===== config.mk =====
export PLATFORM = sky130hd
export DESIGN_NAME = hov_host_bridge
export DESIGN_NICKNAME = d
export VERILOG_FILES = /design/src/rtl/hov_bridge_pkg.sv /design/src/rtl/hov_sync_fifo.sv /design/src/rtl/hov_host_bridge.sv
export SDC_FILE = /design/constraint.sdc
export NUM_CORES = 1
export LEC_CHECK = 0
export BUFFER_PORTS_ARGS = -buffer_cell sky130_fd_sc_hd__buf_2
export CORE_MARGIN = 2
export CORE_UTILIZATION = 50
export CTS_CLUSTER_SIZE = 10
export DETAILED_ROUTE_END_ITERATION = 16
export PLACE_DENSITY_LB_ADDON = 0.15
export SYNTH_ARGS = -nofsm -noshare
export SYNTH_HDL_FRONTEND = slang
export SYNTH_HIERARCHICAL = 1
export SYNTH_SLANG_ARGS = --single-unit
export TNS_END_PERCENT = 50

===== constraint.sdc =====
create_clock -name clk -period 3.6 [get_ports clk]
set_input_delay 0.36 -clock clk [delete_from_list [all_inputs] [get_ports clk]]
set_output_delay 0.36 -clock clk [all_outputs]
set_load 0.02 [all_outputs]

===== src/rtl/hov_bridge_pkg.sv =====
// Shared constants, step FSM state type and helper functions for the Hovalaag host bridge.
package hov_bridge_pkg;

  localparam logic [2:0] WR_INSTR   = 3'd0;
  localparam logic [2:0] WR_IN1     = 3'd1;
  localparam logic [2:0] WR_IN2     = 3'd2;
  localparam logic [2:0] WR_EXEC    = 3'd3;
  localparam logic [2:0] WR_OUT_POP = 3'd4;
  localparam logic [2:0] WR_CLEAR   = 3'd5;

  localparam logic [2:0] RD_STATUS = 3'd0;
  localparam logic [2:0] RD_OUT_LO = 3'd1;
  localparam logic [2:0] RD_OUT_HI = 3'd2;
  localparam logic [2:0] RD_PC     = 3'd3;
  localparam logic [2:0] RD_COUNTS = 3'd4;
  localparam logic [2:0] RD_SEG7   = 3'd5;

  localparam int ST_BUSY       = 0;
  localparam int ST_STALLED    = 1;
  localparam int ST_OUT_AVAIL  = 2;
  localparam int ST_HEAD_CH    = 3;
  localparam int ST_IN1_FULL   = 4;
  localparam int ST_IN2_FULL   = 5;
  localparam int ST_ERR        = 6;
  localparam int ST_INSTR_FULL = 7;

  typedef enum logic [1:0] {S_IDLE, S_CHECK, S_STALL, S_STEP} step_state_t;

  function automatic int ceil_div(input int num, input int den);
    return (num + den - 1) / den;
  endfunction

  function automatic logic [3:0] sat4(input int unsigned v);
    if (v > 32'd15) begin
      return 4'd15;
    end else begin
      return v[3:0];
    end
  endfunction

endpackage


===== src/rtl/hov_sync_fifo.sv =====
// Synchronous FIFO with simultaneous push/pop (both honoured even when full); head reads 0 when empty.
module hov_sync_fifo #(
  parameter int WIDTH = 8,
  parameter int DEPTH = 4
) (
  input  logic                     clk,
  input  logic                     reset,
  input  logic                     push,
  input  logic                     pop,
  input  logic [WIDTH-1:0]         wdata,
  output logic [WIDTH-1:0]         rdata,
  output logic                     full,
  output logic                     empty,
  output logic [$clog2(DEPTH):0]   count
);

  localparam int AW = $clog2(DEPTH);
  localparam logic [AW:0] DEPTH_C = (AW+1)'(DEPTH);
  localparam logic [AW:0] ZERO_C  = (AW+1)'(0);

  logic [WIDTH-1:0] mem_r [DEPTH];
  logic [AW-1:0]    wr_ptr_r;
  logic [AW-1:0]    rd_ptr_r;
  logic [AW:0]      count_r;
  logic             do_push_s;
  logic             do_pop_s;

  assign empty     = (count_r == ZERO_C);
  assign full      = (count_r == DEPTH_C);
  assign count     = count_r;
  assign do_pop_s  = pop & ~empty;
  // A full FIFO still accepts a push when the head leaves in the same cycle.
  assign do_push_s = push & (~full | do_pop_s);
  assign rdata     = empty ? {WIDTH{1'b0}} : mem_r[rd_ptr_r];

  // Storage array, written on accepted pushes
  always_ff @(posedge clk) begin
    if (do_push_s && !reset) begin
      mem_r[wr_ptr_r] <= wdata;
    end
  end

  // Pointer and occupancy tracking
  always_ff @(posedge clk) begin
    if (reset) begin
      wr_ptr_r <= AW'(0);
      rd_ptr_r <= AW'(0);
      count_r  <= ZERO_C;
    end else begin
      if (do_push_s) wr_ptr_r <= wr_ptr_r + AW'(1);
      if (do_pop_s)  rd_ptr_r <= rd_ptr_r + AW'(1);
      case ({do_push_s, do_pop_s})
        2'b10:   count_r <= count_r + (AW+1)'(1);
        2'b01:   count_r <= count_r - (AW+1)'(1);
        default: count_r <= count_r;
      endcase
    end
  end

endmodule


===== src/rtl/hov_host_bridge.sv =====
// Host bridge for the Hovalaag core: chunked INSTR/IN loading, IN/OUT FIFOs and a stalling step FSM.
// Define HOV_BRIDGE_SEG7_EN to add the 7-segment view of the OUT head on rd_sel 5.
module hov_host_bridge
  import hov_bridge_pkg::*;
#(
  parameter int BUS_W     = 6,
  parameter int DATA_W    = 12,
  parameter int INSTR_W   = 32,
  parameter int IN_DEPTH  = 4,
  parameter int OUT_DEPTH = 4
) (
  input  logic               clk,
  input  logic               reset,
  input  logic               wr_en,
  input  logic [2:0]         wr_sel,
  input  logic [BUS_W-1:0]   wr_data,
  input  logic [2:0]         rd_sel,
  output logic [7:0]         rd_data,
  output logic               cpu_step,
  output logic [INSTR_W-1:0] cpu_instr,
  output logic [DATA_W-1:0]  cpu_in1,
  output logic [DATA_W-1:0]  cpu_in2,
  input  logic               cpu_in1_adv,
  input  logic               cpu_in2_adv,
  input  logic               cpu_out_valid,
  input  logic               cpu_out_sel,
  input  logic [DATA_W-1:0]  cpu_out,
  input  logic [7:0]         cpu_pc
);

  localparam int NI  = ceil_div(INSTR_W, BUS_W);
  localparam int NW  = ceil_div(DATA_W, BUS_W);
  localparam int ICW = $clog2(NI + 1);
  localparam int WCW = $clog2(NW + 1);
  localparam int IAW = $clog2(IN_DEPTH);
  localparam int OAW = $clog2(OUT_DEPTH);
  localparam logic [ICW-1:0]     NI_C       = ICW'(NI);
  localparam logic [WCW-1:0]     NW_LAST    = WCW'(NW - 1);
  localparam logic [INSTR_W-1:0] INSTR_MASK = INSTR_W'({BUS_W{1'b1}});
  localparam logic [DATA_W-1:0]  WORD_MASK  = DATA_W'({BUS_W{1'b1}});

  step_state_t             state_r;
  logic                    cpu_step_r;
  logic [INSTR_W-1:0]      instr_r;
  logic [ICW-1:0]          instr_cnt_r;
  logic                    ovf_r;
  logic                    udf_r;

  logic                    instr_full_s;
  logic                    wr_instr_s;
  logic                    wr_exec_s;
  logic                    wr_clear_s;
  logic                    out_pop_s;
  logic                    step_s;
  logic                    blocked_s;
  logic [1:0]              in_adv_s;
  logic [1:0]              in_full_s;
  logic [1:0]              in_empty_s;
  logic [1:0]              in_ovf_s;
  logic [1:0][DATA_W-1:0]  in_head_s;
  logic [1:0][IAW:0]       in_count_s;
  logic [DATA_W:0]         out_head_s;
  logic                    out_full_s;
  logic                    out_empty_s;
  logic [OAW:0]            out_count_s;
  logic [7:0]              status_s;

  assign instr_full_s = (instr_cnt_r == NI_C);
  assign step_s       = (state_r == S_STEP);
  assign wr_instr_s   = wr_en && (wr_sel == WR_INSTR) && (state_r == S_IDLE) && !instr_full_s;
  assign wr_exec_s    = wr_en && (wr_sel == WR_EXEC);
  assign wr_clear_s   = wr_en && (wr_sel == WR_CLEAR);
  assign out_pop_s    = wr_en && (wr_sel == WR_OUT_POP);
  assign in_adv_s     = {cpu_in2_adv, cpu_in1_adv};
  assign blocked_s    = (cpu_in1_adv && in_empty_s[0]) || (cpu_in2_adv && in_empty_s[1]) ||
                        (cpu_out_valid && out_full_s);

  assign cpu_step  = cpu_step_r;
  assign cpu_instr = instr_r;
  assign cpu_in1   = in_head_s[0];
  assign cpu_in2   = in_head_s[1];

  // Instruction assembly: chunk k lands at bit k*BUS_W; bits beyond INSTR_W fall off the shift
  always_ff @(posedge clk) begin
    if (reset) begin
      instr_r     <= {INSTR_W{1'b0}};
      instr_cnt_r <= ICW'(0);
    end else if (wr_clear_s || step_s) begin
      instr_cnt_r <= ICW'(0);
    end else if (wr_instr_s) begin
      instr_r     <= (instr_r & ~(INSTR_MASK << (instr_cnt_r * BUS_W))) |
                     (INSTR_W'(wr_data) << (instr_cnt_r * BUS_W));
      instr_cnt_r <= instr_cnt_r + ICW'(1);
    end
  end

  for (genvar c = 0; c < 2; c++) begin : g_in
    localparam logic [2:0] SEL_C = (c == 0) ? WR_IN1 : WR_IN2;
    logic [DATA_W-1:0] buf_r;
    logic [DATA_W-1:0] word_s;
    logic [WCW-1:0]    cnt_r;
    logic              wr_s;
    logic              push_s;
    logic              pop_s;

    assign wr_s        = wr_en && (wr_sel == SEL_C);
    assign push_s      = wr_s && (cnt_r == NW_LAST);
    assign pop_s       = step_s && in_adv_s[c];
    assign in_ovf_s[c] = push_s && in_full_s[c] && !pop_s;
    assign word_s      = (buf_r & ~(WORD_MASK << (cnt_r * BUS_W))) |
                         (DATA_W'(wr_data) << (cnt_r * BUS_W));

    // Per-channel chunk counter; the last chunk pushes the word and rewinds
    always_ff @(posedge clk) begin
      if (reset) begin
        buf_r <= {DATA_W{1'b0}};
        cnt_r <= WCW'(0);
      end else if (wr_clear_s) begin
        cnt_r <= WCW'(0);
      end else if (wr_s) begin
        buf_r <= word_s;
        cnt_r <= push_s ? WCW'(0) : cnt_r + WCW'(1);
      end
    end

    hov_sync_fifo #(.WIDTH(DATA_W), .DEPTH(IN_DEPTH)) u_fifo (
      .clk   (clk),
      .reset (reset),
      .push  (push_s),
      .pop   (pop_s),
      .wdata (word_s),
      .rdata (in_head_s[c]),
      .full  (in_full_s[c]),
      .empty (in_empty_s[c]),
      .count (in_count_s[c])
    );
  end

  hov_sync_fifo #(.WIDTH(DATA_W + 1), .DEPTH(OUT_DEPTH)) u_out_fifo (
    .clk   (clk),
    .reset (reset),
    .push  (step_s && cpu_out_valid),
    .pop   (out_pop_s),
    .wdata ({cpu_out_sel, cpu_out}),
    .rdata (out_head_s),
    .full  (out_full_s),
    .empty (out_empty_s),
    .count (out_count_s)
  );

  // Step FSM: fire the core only once every needed queue can serve it
  always_ff @(posedge clk) begin
    if (reset) begin
      state_r    <= S_IDLE;
      cpu_step_r <= 1'b0;
    end else begin
      case (state_r)
        S_IDLE: begin
          cpu_step_r <= 1'b0;
          if (wr_exec_s && instr_full_s) state_r <= S_CHECK;
        end
        S_CHECK, S_STALL: begin
          if (blocked_s) begin
            state_r    <= S_STALL;
            cpu_step_r <= 1'b0;
          end else begin
            state_r    <= S_STEP;
            cpu_step_r <= 1'b1;
          end
        end
        S_STEP: begin
          state_r    <= S_IDLE;
          cpu_step_r <= 1'b0;
        end
        default: begin
          state_r    <= S_IDLE;
          cpu_step_r <= 1'b0;
        end
      endcase
    end
  end

  // Sticky error flags, cleared only by reset
  always_ff @(posedge clk) begin
    if (reset) begin
      ovf_r <= 1'b0;
      udf_r <= 1'b0;
    end else begin
      ovf_r <= ovf_r | (|in_ovf_s);
      udf_r <= udf_r | (out_pop_s && out_empty_s);
    end
  end

`ifdef HOV_BRIDGE_SEG7_EN
  function automatic logic [6:0] seg7(input logic [3:0] nib);
    case (nib)
      4'h0: return 7'h3F;
      4'h1: return 7'h06;
      4'h2: return 7'h5B;
      4'h3: return 7'h4F;
      4'h4: return 7'h66;
      4'h5: return 7'h6D;
      4'h6: return 7'h7D;
      4'h7: return 7'h07;
      4'h8: return 7'h7F;
      4'h9: return 7'h6F;
      4'hA: return 7'h77;
      4'hB: return 7'h7C;
      4'hC: return 7'h39;
      4'hD: return 7'h5E;
      4'hE: return 7'h79;
      default: return 7'h71;
    endcase
  endfunction
`endif

  // Status word and host read mux
  always_comb begin
    status_s                = 8'd0;
    status_s[ST_BUSY]       = (state_r != S_IDLE);
    status_s[ST_STALLED]    = (state_r == S_STALL);
    status_s[ST_OUT_AVAIL]  = (out_count_s != (OAW+1)'(0));
    status_s[ST_HEAD_CH]    = out_head_s[DATA_W];
    status_s[ST_IN1_FULL]   = in_full_s[0];
    status_s[ST_IN2_FULL]   = in_full_s[1];
    status_s[ST_ERR]        = ovf_r | udf_r;
    status_s[ST_INSTR_FULL] = instr_full_s;
    rd_data                 = 8'd0;
    case (rd_sel)
      RD_STATUS: rd_data = status_s;
      RD_OUT_LO: rd_data = out_head_s[7:0];
      RD_OUT_HI: rd_data = 8'(out_head_s[DATA_W-1:8]);
      RD_PC:     rd_data = cpu_pc;
      RD_COUNTS: rd_data = {sat4(32'(in_count_s[1])), sat4(32'(in_count_s[0]))};
`ifdef HOV_BRIDGE_SEG7_EN
      RD_SEG7:   rd_data = {out_head_s[DATA_W], seg7(out_head_s[3:0])};
`else
      RD_SEG7:   rd_data = 8'd0;
`endif
      default:   rd_data = 8'd0;
    endcase
  end

endmodule


==> impl_metrics.toml <==
[grt]
use_met2_pct = 34.2
grt_pass1_wl_um = 40900
grt_use_met1_pct = 30.0
grt_max_degree = 36
grt_overflow = 0
antenna_found_initial = 1
grt_pass1_vias = 7421
use_met3_pct = 3.41
grt_usage_pct = 21.1
busiest_layer = "met2"

[cts]
path_clk_slew_ps = 60
h-tree-depth = 1
cts_tree = "yes"
cts-hold-fix-buffers = 0
cts_buffer_depth = 3
cts_root_buffer = "clkbuf_16"
cts_resized = 0
clk_latency_ps = 540
clkSinkCount = 243
cts_made_buffers = 28
cts_setup_buffers = 0

[place]
place.gp.congestion = 0.778
placed_cells = 1327
hpwl_um = 17700
io_buffer_count = 103
placed_cell_area_sq_um = 12400

[synthesis]
ys_seq_area_share_pct = 54.4
ys_warn_count = 6
synthCells = 955
synth_async_sr_flop_share_pct = 0
syn-num-nets = 1030
synth_cell_types = 73
avgSynthCellArea_sq_um = 12.2
synth_edf_count = 148
syn_area_sq_um = 11700
synth-seq-cells = 243
ys.flop_type = "edfxtp_1"

[power]
power.density_nw_per_um2 = 434
power_leakage_nw = 4.79
p_total_mw = 5.72
vdd_drop_max_mv = 0.407

[cells_and_area]
fin_nets = 1119
layout-drive-gt1-share_pct = 20.5
instances_no_fill = 1379
mostFrequentLayoutCell = "edfxtp_1"
final_cell_mix = "148 x edfxtp_1, 103 x buf_2, 95 x dfxtp_1"
n_antenna_cell = 0
final_area_sq_um = 13200
area_growth_pct = 12.9
nFillCells = 1899

[floorplanning]
fp.dieW_um = 157
num_rows = 55
io_pins = 104
die_area_sq_um = 24600
start_util_pct = 51.2
core_area_sq_um = 22800
die_h_um = 157

[timing]
finalHoldViolations = 0
tns_ps = 0
finalCritPeriodShare_pct = 84.6
worst_pin_slew_ps = 929
fin_skew_ps = 9.96
finalCriticalPeriod_ps = 3040
slew_headroom_pct = 38.0
drv_slew = 0
max_clock_freq_ghz = 0.328
setup_violations = 0
rsz0062_at_grt = "no"

[route]
drtIter0Drc = 455
vias = 7646
antenna_left = 0
vias_per_cell = 5.54
remaining_drc_errors = 0
first_pass_iters = 7
routed_wirelength_um = 25400
wl_per_cell_um = 18.4

[min_path]
hp-class = "primary input to flip-flop"
hold_path.startpoint = "cpu_out[3]"
hold_path_depth = 1
hold_end = "u_out_fifo/mem_r[0][3]"

[setup_path]
crit_type = "flip-flop to output pin"
reg2reg_depth = 8
critPathMaxFanout = 13
arrival_ps = 2680
reg2reg_slack_ps = 810
timing.rr.end = "cpu_instr[0]"
cp_data_required_time_ps = 3240
start_kind = "flip-flop"
timing.rr.start = "instr_cnt_r[0]"
cp-end-kind = "output pin"

[run_status]
status = "completed"

[job]
cap_violations = 0
## Yosys cell counts, drive strengths merged (4+ instances only)
master / count / area share, %
inv: 52 / 1.7
nor2b: 28 / 1.5
nand3b: 4 / 0.26
and2: 38 / 2.1
o211ai: 8 / 0.52
o22ai: 17 / 0.91
a32o: 4 / 0.34
a31oi: 6 / 0.32
fa: 4 / 0.69
nand2b: 24 / 1.3
nor2: 75 / 2.4
ha: 32 / 3.4
or3b: 8 / 0.60
a22oi: 4 / 0.26
buf: 31 / 2.0
nor3b: 8 / 0.56
a21oi: 37 / 1.6
xnor2: 9 / 0.68
mux4: 41 / 8.3
clkbuf: 27 / 0.87
nand3: 15 / 0.64
xor2: 7 / 0.53
a211oi: 13 / 0.94
nor3: 17 / 0.99
nand2: 52 / 1.8
o221ai: 14 / 1.1
o21ai: 42 / 1.8
mux2i: 18 / 1.5
a21o: 6 / 0.39
or3: 12 / 0.64
mux2: 5 / 0.51
o31ai: 4 / 0.26
or2: 7 / 0.38
edfxtp: 148 / 38
dfxtp: 95 / 16
## routing by layer
metal | share of wire (%) | up-vias | wire [um]
li1 | - | 3718 | -
met1 | 47 | 3725 | 11800
met2 | 47 | 174 | 11900
met3 | 4.8 | 29 | 1210
met4 | 1.8 | 0 | 465
met5 | 0 | - | 0
## final cells by class
type                            instances  area, sq um  share of cell area, %
Tap cell                              313          392                   2.97
Clock buffer                           51          787                   5.98
Inverter                               52          195                   1.48
Timing Repair Buffer                  117          621                   4.71
Clock inverter                          1         16.3                  0.124
Sequential cell                       243         6350                   48.2
Multi-Input combinational cell        602         4810                   36.5
## flip-flops by register name, indices dropped and copies added (netlist names), named ones only
name	flops
cpu_instr	32
g_in.u_fifo/mem_r	96
g_in.buf_r	24
g_in.u_fifo/rd_ptr_r	4
udf_r	1
ovf_r	1
u_out_fifo/wr_ptr_r	2
u_out_fifo/mem_r	52
g_in.u_fifo/count	6
g_in.u_fifo/wr_ptr_r	4
cpu_step	1
u_out_fifo/count	3
u_out_fifo/rd_ptr_r	2
instr_cnt_r	3
state_r	2
g_in.cnt_r	4
## report_power, final
part	total, mW	switching [mW]	leakage (nW)	internal [mW]
clock	2.51	1.05	0.379	1.46
sequential	2.97	0.00849	2.12	2.97
combinational	0.234	0.161	2.30	0.0737
## how the worst max path moves through the flow
| stage | to | slack, ps | cells past startpoint | from |
|---|---|---|---|---|
| finish | rd_data[2] | 560 | 6 | flip-flop |
| global route | rd_data[2] | 410 | 6 | flip-flop |
| CTS | rd_data[1] | 510 | 6 | flip-flop |
| detailed placement | g_in[1].u_fifo/mem_r[3][10] | 800 | 7 | wr_sel[1] |
| global placement | g_in[1].u_fifo/mem_r[3][7] | 850 | 7 | wr_sel[1] |
| floorplan | u_out_fifo/mem_r[1][0] | 690 | 5 | wr_sel[1] |
## per-stage QoR
step           setup slack, ps  util (%)  hold WS, ps
6_report                   556      57.8         32.8
5_1_grt                    413      57.8         22.3
4_1_cts                    513      57.8         8.04
3_5_place_dp               798      54.3          449
3_3_place_gp               854      54.3          446
2_1_floorplan              693         -          437
## logic make-up after synthesis
kind of cell | after synthesis | synth area share [%]
flops | 243 | 54.4
simple gates | 310 | 14.9
buf+inv | 110 | 4.54
mux | 64 | 10.4
fa+ha+maj | 36 | 4.12
compound gates | 176 | 10.5
xor+xnor | 16 | 1.20
## critical path, stage by stage, from the launching register on
cell and delay [ps]:
dfxtp_1 780, mux4_2 420, nor2b_1 150, mux4_2 450, nor2_1 110, a21oi_1 60
buf_2 180
Power figures use the tool's default switching activity.
